$ cat src/rtl/gpio_target_if.sv
// Bus target port bundle for gpio_target: request/write-data from the master,
// read data, completion and ready from the target.
interface gpio_target_if;
   logic [15:0] target_addr_in;
   logic        target_addr_in_valid;
   logic [7:0]  target_data_in;
   logic        target_data_in_valid;
   logic        target_rw;
   logic [7:0]  target_data_out;
   logic        target_data_out_valid;
   logic        target_ack;
   logic        target_ready;

   modport master (
      output target_addr_in, target_addr_in_valid, target_data_in,
             target_data_in_valid, target_rw,
      input  target_data_out, target_data_out_valid, target_ack, target_ready
   );

   modport slave (
      input  target_addr_in, target_addr_in_valid, target_data_in,
             target_data_in_valid, target_rw,
      output target_data_out, target_data_out_valid, target_ack, target_ready
   );
endinterface

$ cat src/rtl/gpio_target.sv
// Register-mapped GPIO responder: LEDs, synchronised buttons, scratch, write counter, ID.
// Optional 16-bit cycle timer with high-byte shadow when GPIO_TARGET_TIMER_EN is defined.
module gpio_target #(
   parameter int unsigned INTERNAL_ADDR_BITS = 11,
   parameter int unsigned WAIT_STATES        = 0,
   parameter logic [7:0]  ID_VALUE           = 8'hA7
) (
   input  logic         clk,
   input  logic         rst_n,
   gpio_target_if.slave bus,
   input  logic [7:0]   btn_in,
   output logic [7:0]   led_out,
   output logic [7:0]   target_last_write
);
   localparam int unsigned AW = INTERNAL_ADDR_BITS;
   localparam int unsigned CW = 4;

   typedef enum logic [1:0] {IDLE, WDATA, WAIT, RESP} state_e;

   state_e        state_q, state_d;
   logic [AW-1:0] off_q, off_d;
   logic          rw_q, rw_d;
   logic [7:0]    wdata_q, wdata_d;
   logic [CW-1:0] cnt_q, cnt_d;
   logic [7:0]    led_q, led_d, scratch_q, scratch_d;
   logic [7:0]    wrcnt_q, wrcnt_d, last_q, last_d;
   logic [7:0]    dout_q, dout_d;
   logic          dvalid_q, dvalid_d, ack_q, ack_d, ready_q, ready_d;
   logic [7:0]    btn_meta_q, btn_sync_q;
   logic [7:0]    rd_data_c;
   logic          in_range_c, resp_go_c;
   logic [15:0]   unused_addr;

   assign unused_addr = bus.target_addr_in;

`ifdef GPIO_TARGET_TIMER_EN
   logic [15:0] timer_q;
   logic [7:0]  shadow_q, shadow_d;

   always_ff @(posedge clk or negedge rst_n) begin
      if (!rst_n) begin
         timer_q  <= 16'h0000;
         shadow_q <= 8'h00;
      end else begin
         timer_q  <= timer_q + 16'd1;
         shadow_q <= shadow_d;
      end
   end
`endif

   // Two-flop synchroniser for the asynchronous button levels
   always_ff @(posedge clk or negedge rst_n) begin
      if (!rst_n) begin
         btn_meta_q <= 8'h00;
         btn_sync_q <= 8'h00;
      end else begin
         btn_meta_q <= btn_in;
         btn_sync_q <= btn_meta_q;
      end
   end

   assign in_range_c = ((off_q >> 3) == '0);

   always_comb begin
      rd_data_c = 8'h00;
      if (in_range_c) begin
         case (off_q[2:0])
            3'd0:    rd_data_c = led_q;
            3'd2:    rd_data_c = btn_sync_q;
`ifdef GPIO_TARGET_TIMER_EN
            3'd3:    rd_data_c = timer_q[7:0];
            3'd4:    rd_data_c = shadow_q;
`endif
            3'd5:    rd_data_c = scratch_q;
            3'd6:    rd_data_c = wrcnt_q;
            3'd7:    rd_data_c = ID_VALUE;
            default: rd_data_c = 8'h00;
         endcase
      end
   end

   // Next-state, register commit and registered-output computation
   always_comb begin
      state_d   = state_q;
      off_d     = off_q;
      rw_d      = rw_q;
      wdata_d   = wdata_q;
      cnt_d     = cnt_q;
      led_d     = led_q;
      scratch_d = scratch_q;
      wrcnt_d   = wrcnt_q;
      last_d    = last_q;
      dout_d    = 8'h00;
      dvalid_d  = 1'b0;
      ack_d     = 1'b0;
      resp_go_c = 1'b0;
`ifdef GPIO_TARGET_TIMER_EN
      shadow_d  = shadow_q;
`endif
      case (state_q)
         IDLE: begin
            if (bus.target_addr_in_valid) begin
               off_d = bus.target_addr_in[AW-1:0];
               rw_d  = bus.target_rw;
               cnt_d = '0;
               if (!bus.target_rw) begin
                  state_d = WAIT;
               end else if (bus.target_data_in_valid) begin
                  wdata_d = bus.target_data_in;
                  state_d = WAIT;
               end else begin
                  state_d = WDATA;
               end
            end
         end
         WDATA: begin
            if (bus.target_data_in_valid) begin
               wdata_d = bus.target_data_in;
               cnt_d   = '0;
               state_d = WAIT;
            end
         end
         WAIT: begin
            if (cnt_q == CW'(WAIT_STATES)) begin
               state_d   = RESP;
               resp_go_c = 1'b1;
            end else begin
               cnt_d = cnt_q + CW'(1);
            end
         end
         RESP:    state_d = IDLE;
         default: state_d = IDLE;
      endcase

      // Response registers load on the edge entering RESP so they are visible during it
      if (resp_go_c) begin
         ack_d = 1'b1;
         if (rw_q) begin
            if (in_range_c) begin
               wrcnt_d = wrcnt_q + 8'd1;
               last_d  = wdata_q;
               case (off_q[2:0])
                  3'd0:    led_d     = wdata_q;
                  3'd1:    led_d     = led_q ^ wdata_q;
                  3'd5:    scratch_d = wdata_q;
                  default: ;
               endcase
            end
         end else begin
            dout_d   = rd_data_c;
            dvalid_d = 1'b1;
`ifdef GPIO_TARGET_TIMER_EN
            if (in_range_c && (off_q[2:0] == 3'd3)) shadow_d = timer_q[15:8];
`endif
         end
      end
      ready_d = (state_d == IDLE);
   end

   always_ff @(posedge clk or negedge rst_n) begin
      if (!rst_n) begin
         state_q   <= IDLE;
         off_q     <= '0;
         rw_q      <= 1'b0;
         wdata_q   <= 8'h00;
         cnt_q     <= '0;
         led_q     <= 8'h00;
         scratch_q <= 8'h00;
         wrcnt_q   <= 8'h00;
         last_q    <= 8'h00;
         dout_q    <= 8'h00;
         dvalid_q  <= 1'b0;
         ack_q     <= 1'b0;
         ready_q   <= 1'b1;
      end else begin
         state_q   <= state_d;
         off_q     <= off_d;
         rw_q      <= rw_d;
         wdata_q   <= wdata_d;
         cnt_q     <= cnt_d;
         led_q     <= led_d;
         scratch_q <= scratch_d;
         wrcnt_q   <= wrcnt_d;
         last_q    <= last_d;
         dout_q    <= dout_d;
         dvalid_q  <= dvalid_d;
         ack_q     <= ack_d;
         ready_q   <= ready_d;
      end
   end

   assign bus.target_data_out       = dout_q;
   assign bus.target_data_out_valid = dvalid_q;
   assign bus.target_ack            = ack_q;
   assign bus.target_ready          = ready_q;
   assign led_out                   = led_q;
   assign target_last_write         = last_q;
endmodule

$ cat src/flat_wrapper.sv
// flat-port wrapper written by rule: the top's interface ports become plain ports
module gpio_target_flat 
#(
   parameter int unsigned INTERNAL_ADDR_BITS = 11,
   parameter int unsigned WAIT_STATES        = 0,
   parameter logic [7:0]  ID_VALUE           = 8'hA7
)
  (clk, rst_n, btn_in, led_out, target_last_write, bus_target_addr_in, bus_target_addr_in_valid, bus_target_data_in, bus_target_data_in_valid, bus_target_rw, bus_target_data_out, bus_target_data_out_valid, bus_target_ack, bus_target_ready);
  gpio_target_if bus_i ();
  input  logic clk;
  input  logic rst_n;
  input  logic [7:0] btn_in;
  output logic [7:0] led_out;
  output logic [7:0] target_last_write;
  input wire logic [$bits(bus_i.target_addr_in)-1:0] bus_target_addr_in;
  input wire logic [$bits(bus_i.target_addr_in_valid)-1:0] bus_target_addr_in_valid;
  input wire logic [$bits(bus_i.target_data_in)-1:0] bus_target_data_in;
  input wire logic [$bits(bus_i.target_data_in_valid)-1:0] bus_target_data_in_valid;
  input wire logic [$bits(bus_i.target_rw)-1:0] bus_target_rw;
  output wire logic [$bits(bus_i.target_data_out)-1:0] bus_target_data_out;
  output wire logic [$bits(bus_i.target_data_out_valid)-1:0] bus_target_data_out_valid;
  output wire logic [$bits(bus_i.target_ack)-1:0] bus_target_ack;
  output wire logic [$bits(bus_i.target_ready)-1:0] bus_target_ready;
  assign bus_i.target_addr_in = bus_target_addr_in;
  assign bus_i.target_addr_in_valid = bus_target_addr_in_valid;
  assign bus_i.target_data_in = bus_target_data_in;
  assign bus_i.target_data_in_valid = bus_target_data_in_valid;
  assign bus_i.target_rw = bus_target_rw;
  assign bus_target_data_out = bus_i.target_data_out;
  assign bus_target_data_out_valid = bus_i.target_data_out_valid;
  assign bus_target_ack = bus_i.target_ack;
  assign bus_target_ready = bus_i.target_ready;
  gpio_target #(.INTERNAL_ADDR_BITS(INTERNAL_ADDR_BITS), .WAIT_STATES(WAIT_STATES), .ID_VALUE(ID_VALUE)) u_core (.clk(clk), .rst_n(rst_n), .bus(bus_i), .btn_in(btn_in), .led_out(led_out), .target_last_write(target_last_write));
endmodule
$ cat config.mk
export PLATFORM = sky130hd
export DESIGN_NAME = gpio_target_flat
export DESIGN_NICKNAME = d
export VERILOG_FILES = /design/src/rtl/gpio_target_if.sv /design/src/rtl/gpio_target.sv /design/src/flat_wrapper.sv
export SDC_FILE = /design/constraint.sdc
export NUM_CORES = 1
export LEC_CHECK = 0
export CAP_MARGIN = 20
export CORE_MARGIN = 10
export CORE_UTILIZATION = 38
export DETAILED_ROUTE_END_ITERATION = 6
export GPL_TIMING_DRIVEN = 0
export MAX_ROUTING_LAYER = met4
export RECOVER_POWER = 50
export SLEW_MARGIN = 20
export SYNTH_ARGS = -nofsm -noshare
export SYNTH_HDL_FRONTEND = slang
export SYNTH_SLANG_ARGS = --single-unit
$ cat constraint.sdc
create_clock -name clk -period 3 [get_ports clk]
set_input_delay 0.45 -clock clk [delete_from_list [all_inputs] [get_ports clk]]
set_output_delay 0.45 -clock clk [all_outputs]
set_load 0.02 [all_outputs]
== Yosys cells after proc, flatten, opt, wreduce, memory -nomap -nowiden ==
Index checks and enable logic that the tools add are counted.
Cells by class
  add/sub/neg operators: 2
  $mul: 0
  div/mod/pow operators: 0
  $lt $le $gt $ge: 0
  equal/unequal tests: 12
  shifts and indexed selects: 0
  multiplexer cells: 24
  bitwise logic cells: 1
  reduce and logical (&&, ||, !) cells: 14
Operator list (number)
  $mux W8: 6
  $pmux W8 S5: 1
  $pmux W8 S2: 2
  $mux W4: 3
  $pmux W4 S3: 1
  $reduce_and A4 Y1: 3
  $logic_not A11 Y1: 1
  $mux W2: 5
  $eq A3 B3 Y1 const B: 3
  $add A8 B1 Y8 const B: 1
  $ne A2 B2 Y1 const B: 4
  $pmux W2 S4: 1
  $xor A8 B8 Y8: 1
  $reduce_and A3 Y1: 2
  $mux W1: 5
  $add A4 B1 Y4 const B: 1
  $eq A2 B2 Y1 const B: 2
  $logic_not A2 Y1: 2
  $logic_not A4 Y1: 1
  $reduce_bool A2 Y1: 2
  $eq A3 B1 Y1 const B: 1
  $eq A3 B2 Y1 const B: 1
  $logic_not A3 Y1: 1
  $reduce_bool A3 Y1: 1
  2 further kinds: 2
Word-level totals
  bits in registers: 85
  latch bits: 0
  RAM bits: 0
  memory bits (read-only): 0
  bits of input ports: 37
  memories: 0

== Logic depth before layout (Yosys ltp) ==
Gate-level depths: netlist of the first run.
  depth after elaboration: 5
  gate-level depth with buffers: 8
  depth with buffers taken out: 6

== Worst setup path before layout of the first run ==
OpenSTA, ideal clock, no wires.
  kind: register -> register
  from: register u_core.cnt_q[0]
  to: register u_core.scratch_q[0]
  library setup time: 125 ps
  arrival: 2062 ps
  data required time: 2875 ps
  setup slack: 814 ps
  cell stages (with the launch flop): 8
  period minus slack after synthesis: 2186 ps
  cells stage by stage: dfrtp_1 inv_1 ha_1 or3b_4 and4b_1 buf_6 nor3b_4 mux2_2
On the way
  cells in the longest elaborated chain, start to end: 4
Ends and longest elaborated chain
  start: declaration: RTL line gpio_target.sv:24  | logic [CW-1:0] cnt_q, cnt_d;
  start signal: assignment: RTL line gpio_target.sv:180  | cnt_q <= cnt_d;
  $logic_not A4 Y1: RTL line gpio_target.sv:124  | if (cnt_q == CW'(WAIT_STATES)) begin
  $mux W1: RTL line gpio_target.sv:124
  $mux W1: RTL line gpio_target.sv:100  | case (state_q)
  $reduce_and A4 Y1 (no source line)
  end signal: assignment: RTL line gpio_target.sv:182  | scratch_q <= scratch_d;
  end: declaration: RTL line gpio_target.sv:25  | logic [7:0] led_q, led_d, scratch_q, scratch_d;
Every way passes these cells.
A chain may end at the register's enable or synchronous reset.

== Worst setup path in the final report of the first run ==
  from: register u_core.cnt_q[0]
  to: register u_core.scratch_q[4]
The elaborated chain is that of the path after synthesis.

==> results.yml, run 1 <==
sta:
  max_slew_margin_pct: -36.2
  skew_ns: 0.00973
  max_freq_ghz: 0.403
  period_minus_slack_ns: 2.48
  finalMaxSlewViolations: 36
  rsz0062_at_grt: "false"
  hold_viol: 0
  fin_crit_sh_pct: 82.6
  finalSetupViolCount: 0
  worst_pin_slew_ns: 2.04
finish:
  fin_util_pct: 49.5
  insertedDiodeCount: 0
  seqCellArea_um2: 2130
  nFillCells: 843
  stdcell_area_um2: 4580
  layout-drive-gt1-share_pct: 20.7
  final_cell_mix: "dfrtp_1 (84), clkdlybuf4s50_1 (49), mux2_2 (43)"
  multi_input_area_um2: 1420
  finalNetCount: 402
  syn2layout_area_growth_pct: 26.7
  final_common_cell: "dfrtp_1"
drt:
  viasPerCell: 4.84
  antenna_left: 0
  vias: 2403
  drc: 0
  drt_iter0_drc: 115
  dr.pass1.iters: 4
  wire_per_inst_um: 16.5
  routed_wl_mm: 8.17
synth:
  async_flop_share_pct: 100
  synth_edf_count: 0
  ys.flop_type: "dfrtp_1"
  syn_avg_cell_area_um2: 12.4
  ys_warn_count: 0
  yosys_register_bits: 85
  netlist_instances: 292
  syn_nets: 332
  syn-cell-area_um2: 3610
  ys_seq_area_share_pct: 58.9
  ys_types: 40
flow_run:
  maxCapViolCount: 1
worst_setup_path:
  cp.required_ns: 3.23
  critical_path_class: "reg2reg"
  endpoint_kind: "flop"
  critPathArrivalTime_ns: 2.71
  start_kind: "flop"
  crit_fanout: 8
clock_network:
  cts_tree: "yes"
  clk_latency_ns: 0.35
  hold_buffers: 0
  clockBufferDepth: 2
  clk_pin_slew_worst_paths_ns: 0.08
  postCtsSetupRepairBufs: 0
  cts_htree_levels: 3
  cts_made_buffers: 9
  post_cts_resized: 0
  clock-sinks: 85
  root_buffer: "clkbuf_8"
global_routing:
  grt_max_degree: 51
  grtUsageTotal_pct: 12.4
  grt_antenna_before_repair: 0
  gr-total-overflow: 0
  grt_pass1_wl_mm: 13.5
  grt_pass1_vias: 2563
placed_design:
  gp_routability_congestion: 0.834
  dp_hpwl_mm: 5.78
  io_buffers: 58
  placed_cell_area_um2: 4380
power_and_ir_drop:
  vdd_drop_max_uv: 339
  cellPowerDensity_nw_per_um2: 763
  leakage_nw: 1.99
hold_path:
  min_path_type: "reg2reg"
die:
  coreArea_um2: 9240
  io_pins: 64
  die_w_um: 118
  rows: 35
  start_util_pct: 39.1
  die_h_um: 118
  die_area_um2: 13800
outcome:
  violations: "capacitance limit, slew limit"
  status: "finished with violations"
critical path: stages (launching register included):
cell	delay [ns]
dfrtp_1	0.42
inv_1	0.07
ha_1	0.16
or3b_4	0.42
and4b_1	0.28
buf_6	0.16
nor3b_4	0.46
mux2_2	0.39
through the flow:
| step | setup slack (ns) | hold WS [ns] | instances | power, W | TNS (ns) |
|---|---|---|---|---|---|
| global route | 0.372 | 0.358 | 496 | 0.00375 | 0 |
| global placement | -1.65 | 0.336 | 479 | 0.00268 | -139.00 |
| finish | 0.521 | 0.353 | 496 | 0.00349 | 0 |
| detailed placement | 0.457 | 0.338 | 480 | 0.00272 | 0 |
| CTS | 0.502 | 0.0452 | 496 | 0.00355 | 0 |
| floorplan | 0.814 | 0.154 | 292 | 0.00234 | 0 |
where the power goes:
part / switching (W) / internal [W]
Clock: 0.000407 / 0.000409
Sequential: 0.000187 / 0.00137
Combinational: 0.000560 / 0.000561
Total: 0.00115 / 0.00234
sequential cells by signal (all words and copies together) (netlist names):
name,count
u_core.btn_meta_q,8
u_core.state_q,2
u_core.bus.target_ready,1
u_core.bus.target_ack,1
u_core.scratch_q,8
u_core.wrcnt_q,8
u_core.cnt_q,4
u_core.wdata_q,8
u_core.btn_sync_q,8
u_core.bus.target_data_out,8
u_core.bus.target_data_out_valid,1
u_core.led_out,8
u_core.target_last_write,8
u_core.rw_q,1
u_core.off_q,11
final cells by class:
class | count | share of cell area (%)
repair buffers | 59 | 13.1
clock buffers | 11 | 3.09
well taps | 129 | 3.53
multi-input cells | 191 | 30.9
clock inverters | 5 | 1.31
inverters | 4 | 0.328
flip-flops and latches | 85 | 46.5
plain buffers | 12 | 1.20
cell usage after synthesis (3+ instances only):
library cell | instances | area share, %
o21ai_0 | 12 | 1.7
clkbuf_1 | 9 | 0.93
or3b_2 | 7 | 1.7
a22oi_1 | 10 | 2.1
nand4_1 | 6 | 1.0
inv_1 | 4 | 0.42
xor2_1 | 3 | 0.73
mux2_2 | 43 | 13
nand3_1 | 11 | 1.5
or2_2 | 3 | 0.52
and2_1 | 4 | 0.69
a31oi_1 | 3 | 0.52
xnor2_1 | 6 | 1.5
o22ai_1 | 3 | 0.52
dfrtp_1 | 84 | 58
a21o_1 | 3 | 0.62
ha_1 | 3 | 1.0
nor2_1 | 13 | 1.4
nor2b_1 | 18 | 3.1
nand2_1 | 22 | 2.3
cell families after synthesis:
family / count (synthesis) / share of synthesized area (%)
buffers and inverters: 16 / 1.94
DFF: 85 / 58.9
xor gates and xnor gates: 9 / 2.18
adders and majority gates: 3 / 1.04
muxes: 45 / 14.0
and+or+nand+nor: 99 / 15.8
AOI/OAI and AO/OA: 35 / 6.20
final timing paths:
path	startpoint	endpoint	slack (ns)	cells past startpoint
max reg2reg	u_core.cnt_q[0]	u_core.scratch_q[4]	0.52	7
min reg2reg	u_core.btn_meta_q[6]	u_core.btn_sync_q[6]	0.35	0
min	u_core.btn_meta_q[6]	u_core.btn_sync_q[6]	0.35	0
max	u_core.cnt_q[0]	u_core.scratch_q[4]	0.52	7
min in group asynchronous	rst_n	u_core.wdata_q[2]	0.67	1
max in group asynchronous	rst_n	u_core.cnt_q[0]	1.16	1
metal layers:
layer	vias up	share of wire, %	global-route usage [%]	routed length, um
met5	-	0	-	0
met4	0	0.50	3.09	41
met3	5	3.5	3.69	287
met2	58	46	18.5	3780
met1	1179	50	16.2	4060
li1	1161	-	-	-
Note: power is estimated with default switching activity, not from simulation.
==> run 2, diff against run 1 <==
Clock period 3 ns to 2.6 ns, I/O delays scaled along.
==> run 2 against run 1 <==
Compared with the run above: the flow now finishes without violations; count of clock-buffer cells in the layout did not move; register-to-register slack got worse by 0.27 ns; maximum frequency is 5.7% higher.
==> results.yml, run 2 (synthesized netlist as in run 1, its figures left out) <==
worst_setup_path:
  crit_chain: "inv_1 > ha_1 > or3b_4 > and4b_1 > buf_6 > nor3b_4 > buf_12 > mux2_2"
  cpMaxStageDelayCell: "dfrtp_1"
  start_kind: "flop"
  cp.required_ns: 2.84
  endpoint_kind: "flop"
  crit_fanout: 8
  critical_path_class: "reg2reg"
  critPathMaxStageDelay_ns: 0.42
  critPathArrivalTime_ns: 2.59
drt:
  routed_wl_mm: 8.21
  dr.pass1.iters: 4
  drt_iter0_drc: 104
  vias: 2423
  viasPerCell: 4.87
  wire_per_inst_um: 16.5
  antenna_left: 0
  drc: 0
clock_network:
  clockBufferDepth: 2
  cts_tree: "yes"
  cts_htree_levels: 3
  clk_pin_slew_worst_paths_ns: 0.08
  root_buffer: "clkbuf_8"
  cts_made_buffers: 9
  post_cts_resized: 0
  clk_latency_ns: 0.36
  clock-sinks: 85
finish:
  largest_reg_flops: 11
  stdcell_area_um2: 4590
  nFillCells: 844
  syn2layout_area_growth_pct: 27.0
  layout-drive-gt1-share_pct: 21.1
  finalNetCount: 404
  max_flop_register: "u_core.off_q"
  final_cell_mix: "dfrtp_1 (84), clkdlybuf4s50_1 (48), mux2_2 (43)"
  final_common_cell: "dfrtp_1"
  insertedDiodeCount: 0
sta:
  skew_ns: 0.00959
  hold_viol: 0
  period_minus_slack_ns: 2.35
  finalSetupViolCount: 0
  worst_pin_slew_ns: 0.962
  setup_slack_ns: 0.254
  rsz0062_at_grt: "false"
  fin_crit_sh_pct: 90.2
  max_slew_margin_pct: 35.6
  max_freq_ghz: 0.426
  finalMaxSlewViolations: 0
global_routing:
  grt_pass1_vias: 2569
  grt_max_degree: 51
  grt_pass1_wl_mm: 13.5
  grtUsageTotal_pct: 12.4
  gr-total-overflow: 0
  grt_antenna_before_repair: 0
placed_design:
  io_buffers: 58
  gp_routability_congestion: 0.834
  dp_hpwl_mm: 5.78
  place_ws_ns: 0.117
  placed_cell_area_um2: 4380
die:
  start_util_pct: 39.1
  die_h_um: 118
  coreArea_um2: 9240
  die_w_um: 118
  die_area_um2: 13800
  io_pins: 64
  rows: 35
power_and_ir_drop:
  p_int_w: 0.00270
  p_comb_share_pct: 32.0
  clkPwrFrac_pct: 23.4
  vdd_drop_max_uv: 391
  cellPowerDensity_nw_per_um2: 879
  p_switching_w: 0.00134
  leakage_nw: 2.00
  pwr-share-seq_pct: 44.6
  swShare_pct: 33.1
hold_path:
  min_path_type: "reg2reg"
outcome:
  status: "finished, final reports clean"
flow_run:
  maxCapViolCount: 0
-- run 2: timing repair --
action / 4_1_cts / 5_1_grt
buffers inserted: 0 / 1
endpoints found under the setup margin: 0 / 7
hold buffers: 1 / 0
hold endpoints to repair: 27 / 0
-- run 2: metal layers --
layer | up-vias | share of wire (%) | GRT usage, %
met5 | - | 0 | -
met1 | 1175 | 49 | 16.2
met4 | 0 | 0.93 | 3.09
li1 | 1166 | - | -
met2 | 72 | 46 | 18.5
met3 | 10 | 4.1 | 3.69
-- run 2: path summary, 6_finish.rpt --
kind	depth (start not counted)	slack (ns)	start	endpoint
max in group asynchronous	3	0.65	rst_n	u_core.off_q[7]
hold / removal	0	0.35	u_core.btn_meta_q[6]	u_core.btn_sync_q[6]
hold reg to reg	0	0.35	u_core.btn_meta_q[6]	u_core.btn_sync_q[6]
min in group asynchronous	2	0.68	rst_n	u_core.wdata_q[2]
setup / recovery	8	0.25	u_core.cnt_q[0]	u_core.scratch_q[4]
setup reg to reg	8	0.25	u_core.cnt_q[0]	u_core.scratch_q[4]
-- run 2: area by class of cell --
cell class,instances,area (um^2),area share (%)
inverters,4,15.0,0.327
plain buffers,12,55.1,1.20
clock inverters,5,60.1,1.31
multi-input cells,191,1420,30.8
well taps,129,161,3.52
repair buffers,61,613,13.4
flip-flops and latches,85,2130,46.4
clock buffers,11,141,3.08
-- run 2: through the flow --
stage / TNS, ns / total power, W / hold slack (ns) / utilization, % / instances
2_1_floorplan: 0 / 0.00270 / 0.0944 / - / 292
3_3_place_gp: -167.90 / 0.00309 / 0.336 / 47.1 / 479
3_5_place_dp: 0 / 0.00313 / 0.338 / 47.4 / 480
4_1_cts: 0 / 0.00410 / 0.358 / 49.7 / 497
5_1_grt: 0 / 0.00433 / 0.358 / 49.7 / 498
6_report: 0 / 0.00403 / 0.353 / 49.7 / 498
-- run 2: critical path, delay by kind of cell (launching register included) --
kind                     cells  cell delay, ns
multiplexers                 1            0.33
flip-flops                   1            0.42
adder cells (fa/ha/maj)      1            0.16
AND/OR/NAND/NOR              3            0.93
buffers and inverters        3            0.38
-- run 2: power by group through the flow --
| stage | Sequential [W] | Combinational (W) | Clock [W] |
|---|---|---|---|
| floorplan | 0.00180 | 0.000899 | 0 |
| global placement | 0.00181 | 0.00128 | 0 |
| detailed placement | 0.00183 | 0.00131 | 0 |
| CTS | 0.00180 | 0.00131 | 0.000984 |
| global route | 0.00185 | 0.00145 | 0.00103 |
| finish | 0.00180 | 0.00129 | 0.000944 |
